--- src/rtl/des_expand_mix_pipe.sv ---
// DES E-expansion (32->48) mixed with a round subkey, LANES wide, STAGES deep,
// with valid/ready backpressure. Define DES_EXPAND_SALT_EN to add crypt(3)-style salt swapping.
module des_expand_mix_pipe #(
  parameter int LANES  = 1,
  parameter int STAGES = 2,
  parameter int TAG_W  = 4
) (
  input  logic                  clk,
  input  logic                  rst_n,
  input  logic                  in_valid,
  output logic                  in_ready,
  input  logic [32*LANES-1:0]   in_r,
  input  logic [48*LANES-1:0]   in_key,
`ifdef DES_EXPAND_SALT_EN
  input  logic [12*LANES-1:0]   in_salt,
`endif
  input  logic [TAG_W-1:0]      in_tag,
  output logic                  out_valid,
  input  logic                  out_ready,
  output logic [48*LANES-1:0]   out_x,
  output logic [TAG_W-1:0]      out_tag
);

  localparam int XW = 48 * LANES;

  // Standard DES E table; R bit 31 is DES bit 1, out bit 47 is E bit 1.
  function automatic logic [47:0] e_expand(input logic [31:0] r);
    return {r[0], r[31:27], r[28:23], r[24:19], r[20:15],
            r[16:11], r[12:7], r[8:3], r[4:0], r[31]};
  endfunction

  logic [STAGES-1:0] v_q, v_d;
  logic [XW-1:0]     x_q   [STAGES];
  logic [XW-1:0]     x_d   [STAGES];
  logic [TAG_W-1:0]  tag_q [STAGES];
  logic [TAG_W-1:0]  tag_d [STAGES];
  logic [STAGES-1:0] adv;
  logic [XW-1:0]     mix;

  always_comb begin : mix_comb
    logic [47:0] e_lane;
    mix    = '0;
    e_lane = '0;
    for (int l = 0; l < LANES; l++) begin
      e_lane = e_expand(in_r[32*l +: 32]);
`ifdef DES_EXPAND_SALT_EN
      // Salt must be applied to the beat it arrives with, before the key XOR.
      for (int i = 0; i < 12; i++) begin
        if (in_salt[12*l + i]) begin
          {e_lane[47-i], e_lane[23-i]} = {e_lane[23-i], e_lane[47-i]};
        end
      end
`endif
      mix[48*l +: 48] = e_lane ^ in_key[48*l +: 48];
    end
  end

  // A stage may load when it is empty or when everything downstream of it moves.
  always_comb begin : adv_chain
    logic acc;
    adv = '0;
    acc = out_ready;
    for (int k = STAGES - 1; k >= 0; k--) begin
      acc    = acc | ~v_q[k];
      adv[k] = acc;
    end
  end

  // NOTE: every always_comb output gets a default first so no path leaves it unassigned (no latch).
  always_comb begin
    v_d   = v_q;
    x_d   = x_q;
    tag_d = tag_q;
    if (adv[0]) begin
      v_d[0] = in_valid;
      if (in_valid) begin
        x_d[0]   = mix;
        tag_d[0] = in_tag;
      end
    end
    for (int k = 1; k < STAGES; k++) begin
      if (adv[k]) begin
        v_d[k] = v_q[k-1];
        if (v_q[k-1]) begin
          x_d[k]   = x_q[k-1];
          tag_d[k] = tag_q[k-1];
        end
      end
    end
  end

  // NOTE: non-blocking assignments only in sequential blocks, so all stages update from pre-edge values.
  // NOTE: data registers are reset (not just valids) because out_x/out_tag must read zero in reset.
  always_ff @(posedge clk or negedge rst_n) begin
    if (!rst_n) begin
      v_q <= '0;
      for (int k = 0; k < STAGES; k++) begin
        x_q[k]   <= '0;
        tag_q[k] <= '0;
      end
    end else begin
      v_q   <= v_d;
      x_q   <= x_d;
      tag_q <= tag_d;
    end
  end

  assign in_ready  = adv[0] & rst_n;
  assign out_valid = v_q[STAGES-1];
  assign out_x     = x_q[STAGES-1];
  assign out_tag   = tag_q[STAGES-1];

endmodule

--- config.mk ---
export PLATFORM = sky130hd
export DESIGN_NAME = des_expand_mix_pipe
export DESIGN_NICKNAME = d
export VERILOG_FILES = /design/src/rtl/des_expand_mix_pipe.sv
export SDC_FILE = /design/constraint.sdc
export NUM_CORES = 1
export LEC_CHECK = 0
export ABC_AREA = 1
export CAP_MARGIN = 5
export CORE_MARGIN = 2
export CORE_UTILIZATION = 46
export CTS_BUF_LIST = sky130_fd_sc_hd__clkbuf_4
export DETAILED_ROUTE_END_ITERATION = 6
export GPL_ROUTABILITY_DRIVEN = 0
export GPL_TIMING_DRIVEN = 0
export PLACE_DENSITY = 0.9
export SKIP_LAST_GASP = 1
export SLEW_MARGIN = 30
export SYNTH_ARGS = -nofsm -noshare
export SYNTH_HDL_FRONTEND = slang
export SYNTH_SLANG_ARGS = --single-unit
--- constraint.sdc ---
create_clock -name clk -period 1.1 [get_ports clk]
set_clock_uncertainty 0.15 [all_clocks]
set_input_delay 0.11 -clock clk [delete_from_list [all_inputs] [get_ports clk]]
set_output_delay 0.11 -clock clk [all_outputs]
set_load 0.1 [all_outputs]
==> results of run 1 <==
==> where the power goes <==
group          internal [mW]  total (mW)  leakage [nW]  switching (mW)
combinational           4.41        10.7          3.34            6.33
sequential              4.76        5.52          1.33           0.765
clock                  0.941        2.24        0.0885            1.30
total                   10.1        18.5          4.75            8.40
==> timing repair <==
item / CTS / global route
resized for setup: 570 / 29
endpoints found under the setup margin: 160 / 160
cloned: 15 / 0
hold endpoints to repair: 108 / 107
buffers inserted: 38 / 24
pin swaps: 5 / 10
==> logic make-up (layout without fill, tap and decap cells) <==
logic type             count (synthesis)  after routing  share of synthesized area
and+or+nand+nor                      463            466                     0.3505
DFF                                  106            106                     0.4909
buffers and inverters                166            360                     0.1586
==> stage by stage <==
| step | setup TNS, ns | total power, mW | cell area [µm²] | std cells |
|---|---|---|---|---|
| 2_1_floorplan | -32.42 | 11.66 | 5450 | 735 |
| 3_3_place_gp | -539.05 | 13.53 | 7030 | 1018 |
| 3_5_place_dp | -91.02 | 13.67 | 7059 | 1019 |
| 4_1_cts | -60.91 | 18.36 | 8446 | 1064 |
| 5_1_grt | -69.92 | 19.25 | 8573 | 1075 |
| 6_report | -61.57 | 18.51 | 8573 | 1075 |
==> flip-flops by register name, summed over array words and instances, names as in the netlist <==
register and count:
x_q 48, out_x 48, v_q 2, out_tag 4, tag_q 4
==> cells in the final DEF (no fill, tap or decap) <==
| cell | n |
|---|---|
| dfrtp_4 | 1 |
| clkinv_1 | 1 |
| buf_12 | 57 |
| buf_2 | 4 |
| nand2_1 | 344 |
| bufbuf_16 | 2 |
| bufinv_16 | 2 |
| inv_6 | 2 |
| clkinv_4 | 2 |
| nand3_1 | 102 |
| clkdlybuf4s50_1 | 85 |
| buf_8 | 10 |
| clkbuf_2 | 4 |
| dlygate4sd3_1 | 1 |
| nand2_2 | 10 |
| nand2_4 | 2 |
| nand3_4 | 1 |
| clkbuf_1 | 3 |
| clkbuf_4 | 9 |
| buf_4 | 50 |
| buf_6 | 40 |
| buf_1 | 1 |
| nand2_8 | 5 |
| nand3_2 | 2 |
| dfrtp_1 | 105 |
| clkinvlp_4 | 1 |
| inv_1 | 81 |
| buf_16 | 5 |
==> worst paths after layout <==
path / startpoint / endpoint / slack (ns) / depth (start not counted)
worst max-delay path: v_q[1] / in_ready / -0.63 / 5
worst min-delay path: rst_n / out_x[20] / -0.61 / 1
worst max register to register: v_q[1] / out_x[11] / -0.51 / 7
worst min register to register: x_q[79] / x_q[79] / 0.34 / 2
max in group asynchronous: rst_n / v_q[1] / 0.74 / 2
min in group clk: in_valid / x_q[95] / 0 / 4
==> per-layer routing <==
metal	vias up	routed length (µm)	track usage
met5	-	0	0
met4	0	456	0.1073
met3	32	635	0.03726
met2	144	7952	0.4378
met1	2397	5831	0.2849
li1	2582	-	-
==> final cells by class <==
cell class,instances,area (µm²),area share
clock inverters,7,98.84,0.01153
repair buffers,214,2753,0.3211
plain buffers,48,483.0,0.05633
flip-flops and latches,106,2656,0.3098
inverters,82,311.5,0.03634
clock buffers,9,67.56,0.007881
multi-input cells,466,2024,0.2361
well taps,143,178.9,0.02087
==> impl_metrics.tcl, run 1 <==
set metrics [dict create \
    status "complete, but fails checks" \
    violations "negative hold slack, negative setup slack" \
    crit_buf_inv 3 \
    cts_tree "built" \
    peakVddDrop_uv 1765 \
    wirelength_um 14880 \
    crit_type "register to output pin" \
    synth_top_area_share 0.4909 \
    dr.pass1.iters 4 \
    dr_total_vias 5155 \
    drc 0 \
    synth_top_flop_cell "dfrtp_1" \
    pre_cts_ws_ns -1.380 \
    insertion_delay_ns 0.46 \
    num_rows 39 \
    cts.path.max_buffers 2 \
    start_util 0.4733 \
    hold_path_class "input port to async pin" \
    die_area_mm2 0.01263 \
    async_flop_share 1.000 \
    worstPathRequired_ns 0.84 \
    finalHoldViolations 107 \
    synth_edf_count 0 \
    core_area_mm2 0.01142 \
    num_antenna_cells 0 \
    cap_viol_max_count 0 \
    h-tree-depth 3 \
    ant_nets 0 \
    finalSetupViolations 160 \
    path_clk_slew_ns 0.16 \
    grt_usage 0.2422 \
    rsz0062_at_grt "true" \
    port_buffers 140 \
    ys_warn_count 0 \
    synth_area_per_cell_um2 7.352 \
    synth_area_leaders "dfrtp_1 (49%), nand2_1 (25%), nand3_1 (9.6%)" \
    synth.distinct_cells 11 \
    ios 142 \
    cpPeakStageDelay_ns 0.52 \
    grt_max_degree 65 \
    wl_per_cell_um 13.84 \
    cts_root_buffer "clkbuf_4" \
    crit_chain "nand3_4, buf_8, nand2_4, clkinvlp_4, buf_12" \
    cpMaxStageDelayCell "dfrtp_4" \
    worst_slack_ns -0.6257 \
    path_max_fanout 2 \
    cp-start-kind "register" \
    synth_area_mm2 0.005404 \
    grt_pass1_vias 5242 \
    vias_per_cell 4.795 \
    final.period_utilization 1.569 \
    die_h_um 112.4 \
    nFillCells 776 \
    synth_commonest_cells "nand2_1 (355), dfrtp_1 (106), nand3_1 (104), inv_1 (82), buf_4 (58)" \
    path_delay_family "flip-flops" \
    synthCells 735 \
    maxSlewHeadroom 0.6576 \
    final_nets 1015 \
    grt_pass1_wl_um 24530 \
    grt.overflow.total 0 \
    end_kind "output pin" \
    drive_gt1_frac 0.2242 \
    hold_ws_ns -0.6079 \
    synthesis.nets 823 \
    cts_buffers 9 \
    worst_pin_slew_ns 0.5136 \
    max_freq_mhz 579.5 \
    ys_seq_area_frac 0.4909 \
    postCtsHoldBufs 1 \
    syn2layout_area_growth_pct 58.65 \
    power.density_mw_per_mm2 2159 \
    ys_seq_elements 106 \
    chipWidth_um 112.4 \
    leakagePower_nw 4.755 \
    slew_violations 0 \
    fin_util 0.7508 \
    synth_area_leader_cell "dfrtp_1" \
    dpl.hpwl_um 9152 \
    period_minus_slack_ns 1.726 \
    yosysMostFrequentCell "nand2_1" \
    antenna_found_initial 0 \
    drt-initial-drc-count 226 \
    critPathArrivalTime_ns 1.47 \
    clock-sinks 106 \
]
Power figures use the tool's default switching activity.
==> run 2, diff against run 1 <==
--- a/config.mk
+++ b/config.mk
@@ -14,6 +14,7 @@
 export GPL_ROUTABILITY_DRIVEN = 0
 export GPL_TIMING_DRIVEN = 0
 export PLACE_DENSITY = 0.9
+export REMOVE_ABC_BUFFERS = 1
 export SKIP_LAST_GASP = 1
 export SLEW_MARGIN = 30
 export SYNTH_ARGS = -nofsm -noshare
==> run 2 against run 1 <==
The flow still finishes with violations (negative hold slack, negative setup slack). Sequential share of layout area fell by 0.55 points. Die area did not move. Clock power fell by 25%. Sequential power rose by 3%. Clock-buffer cell count rose by 1. Design area rose by 1.9%. Final cell count fell by 4.4%. Setup slack improved by 0.071 ns. Wire length rose by 32%. Largest power group unchanged.
==> impl_metrics.tcl, run 2 (synthesis results as in run 1) <==
set metrics [dict create \
    status "complete, but fails checks" \
    violations "negative hold slack, negative setup slack" \
    cpMaxStageDelayCell "dfrtp_4" \
    vias_per_cell 5.260 \
    critPathArrivalTime_ns 1.40 \
    final_nets 968 \
    chipWidth_um 112.4 \
    grtUsageMet3 0.04374 \
    worst_slack_ns -0.5551 \
    worst_pin_slew_ns 0.8983 \
    antenna_found_initial 0 \
    rsz0062_at_grt "true" \
    final.period_utilization 1.505 \
    grt_pass1_wl_um 25810 \
    post-place-cells 936 \
    finalSetupTns_ns -62.58 \
    path_clk_slew_ns 0.15 \
    final_cell_mix "nand2_1 (289), dfrtp_1 (104), clkdlybuf4s50_1 (85), inv_1 (80), buf_12 (61)" \
    path_max_fanout 2 \
    grt.busiest_layer "met2" \
    cts_root_buffer "clkbuf_4" \
    ios 142 \
    grt_pass1_vias 5053 \
    crit_buf_inv 2 \
    num_rows 39 \
    ant_nets 0 \
    layout_commonest_cell "nand2_1" \
    cap_viol_max_count 0 \
    max_freq_mhz 604.2 \
    drt-initial-drc-count 302 \
    power.density_mw_per_mm2 2065 \
    r2r-start "v_q[1]" \
    insertion_delay_ns 0.45 \
    cts.path.max_buffers 2 \
    gr-usage-met1 0.3239 \
    crit_type "register to output pin" \
    grt.overflow.total 0 \
    peakVddDrop_uv 1613 \
    finalHoldViolations 106 \
    drc 0 \
    wirelength_um 19620 \
    cts_tree "built" \
    wl_per_cell_um 19.08 \
    hold_path_class "input port to async pin" \
    dr.pass1.iters 5 \
    finalSetupViolations 160 \
    p_total_mw 18.03 \
    dr_total_vias 5407 \
    grt_usage 0.2651 \
    slew_violations 0 \
    period_minus_slack_ns 1.655 \
    grtUsageMet2 0.4775 \
    dpl.hpwl_um 7578 \
    maxSlewHeadroom 0.4011 \
    leakagePower_nw 4.593 \
    grt_max_degree 61 \
    syn2layout_area_growth_pct 61.61 \
    die_h_um 112.4 \
    h-tree-depth 3 \
    port_buffers 141 \
    end_kind "output pin" \
    cp-start-kind "register" \
    drive_gt1_frac 0.3130 \
    path_delay_family "flip-flops" \
    crit_chain "nand3_4, nand2_2, inv_2, buf_12" \
    worstPathRequired_ns 0.84 \
    cts_buffers 9 \
    core_area_mm2 0.01142 \
    worstSetupStartpoint "v_q[0]" \
    cpPeakStageDelay_ns 0.54 \
    start_util 0.4733 \
    die_area_mm2 0.01263 \
    clock-sinks 106 \
    instances_no_fill 1028 \
    num_antenna_cells 0 \
    hold_ws_ns -0.5773 \
]
-- run 2: changes by cell type in the layout (fill, tap and decap cells not counted), sizes merged --
| cell | change |
|---|---|
| buf | -60 |
| bufbuf | -2 |
| bufinv | -2 |
| clkbuf | -1 |
| clkinv | +3 |
| dlygate4sd3 | -1 |
| inv | -2 |
| nand2 | +12 |
| nand3 | +6 |
-- run 2: worst register-to-register path, delay by kind of cell, from the launching register on --
family | cells | cell delay (ns)
and+or+nand+nor | 4 | 0.75
DFF | 1 | 0.48
buffers and inverters | 1 | 0.15
-- run 2: power by group --
part / total [mW] / switching, mW / leakage [nW] / internal (mW)
clock: 1.68 / 1.22 / 0.0578 / 0.454
combinational: 10.7 / 6.74 / 3.21 / 3.94
sequential: 5.67 / 0.918 / 1.33 / 4.76
-- run 2: path summary, 6_finish.rpt --
kind                             to  slack (ns)  cells past startpoint
setup reg to reg           out_x[3]       -0.54                      5
hold / removal             out_x[9]       -0.58                      1
hold reg to reg             x_q[62]        0.34                      2
max in group asynchronous    v_q[0]        0.71                      2
min in group clk            x_q[72]        0.08                      3
setup / recovery           in_ready       -0.56                      4
-- run 2: per-stage QoR --
stage          instance area (µm²)    util  setup WS, ns
2_1_floorplan                 4855       -        -1.601
3_3_place_gp                  6445  0.5644        -4.632
3_5_place_dp                  6480  0.5675        -1.967
4_1_cts                       7775  0.6809       -0.5658
5_1_grt                       8733  0.7648       -0.6133
6_report                      8733  0.7648       -0.5551
-- run 2: cell type report --
cell class	instances	area, µm²
Timing Repair Buffer	197	2669
Clock inverter	6	23.77
Multi-Input combinational cell	484	2818
Sequential cell	106	2658
Fill cell	772	2685
Clock buffer	10	75.07
Tap cell	143	178.9
Inverter	82	311.5
-- run 2: metal layers --
metal,vias to the layer above,part of all wire
li1,2515,-
met1,2639,0.39
met2,213,0.52
met3,40,0.057
met4,0,0.032
met5,-,0
-- run 2: what timing repair did --
item / in CTS / in global routing
setup endpoints to repair: 160 / 160
gates cloned: 13 / 14
gates resized for setup: 554 / 113
hold endpoints to repair: 106 / 106
setup buffers: 28 / 21
pin swaps: 10 / 77
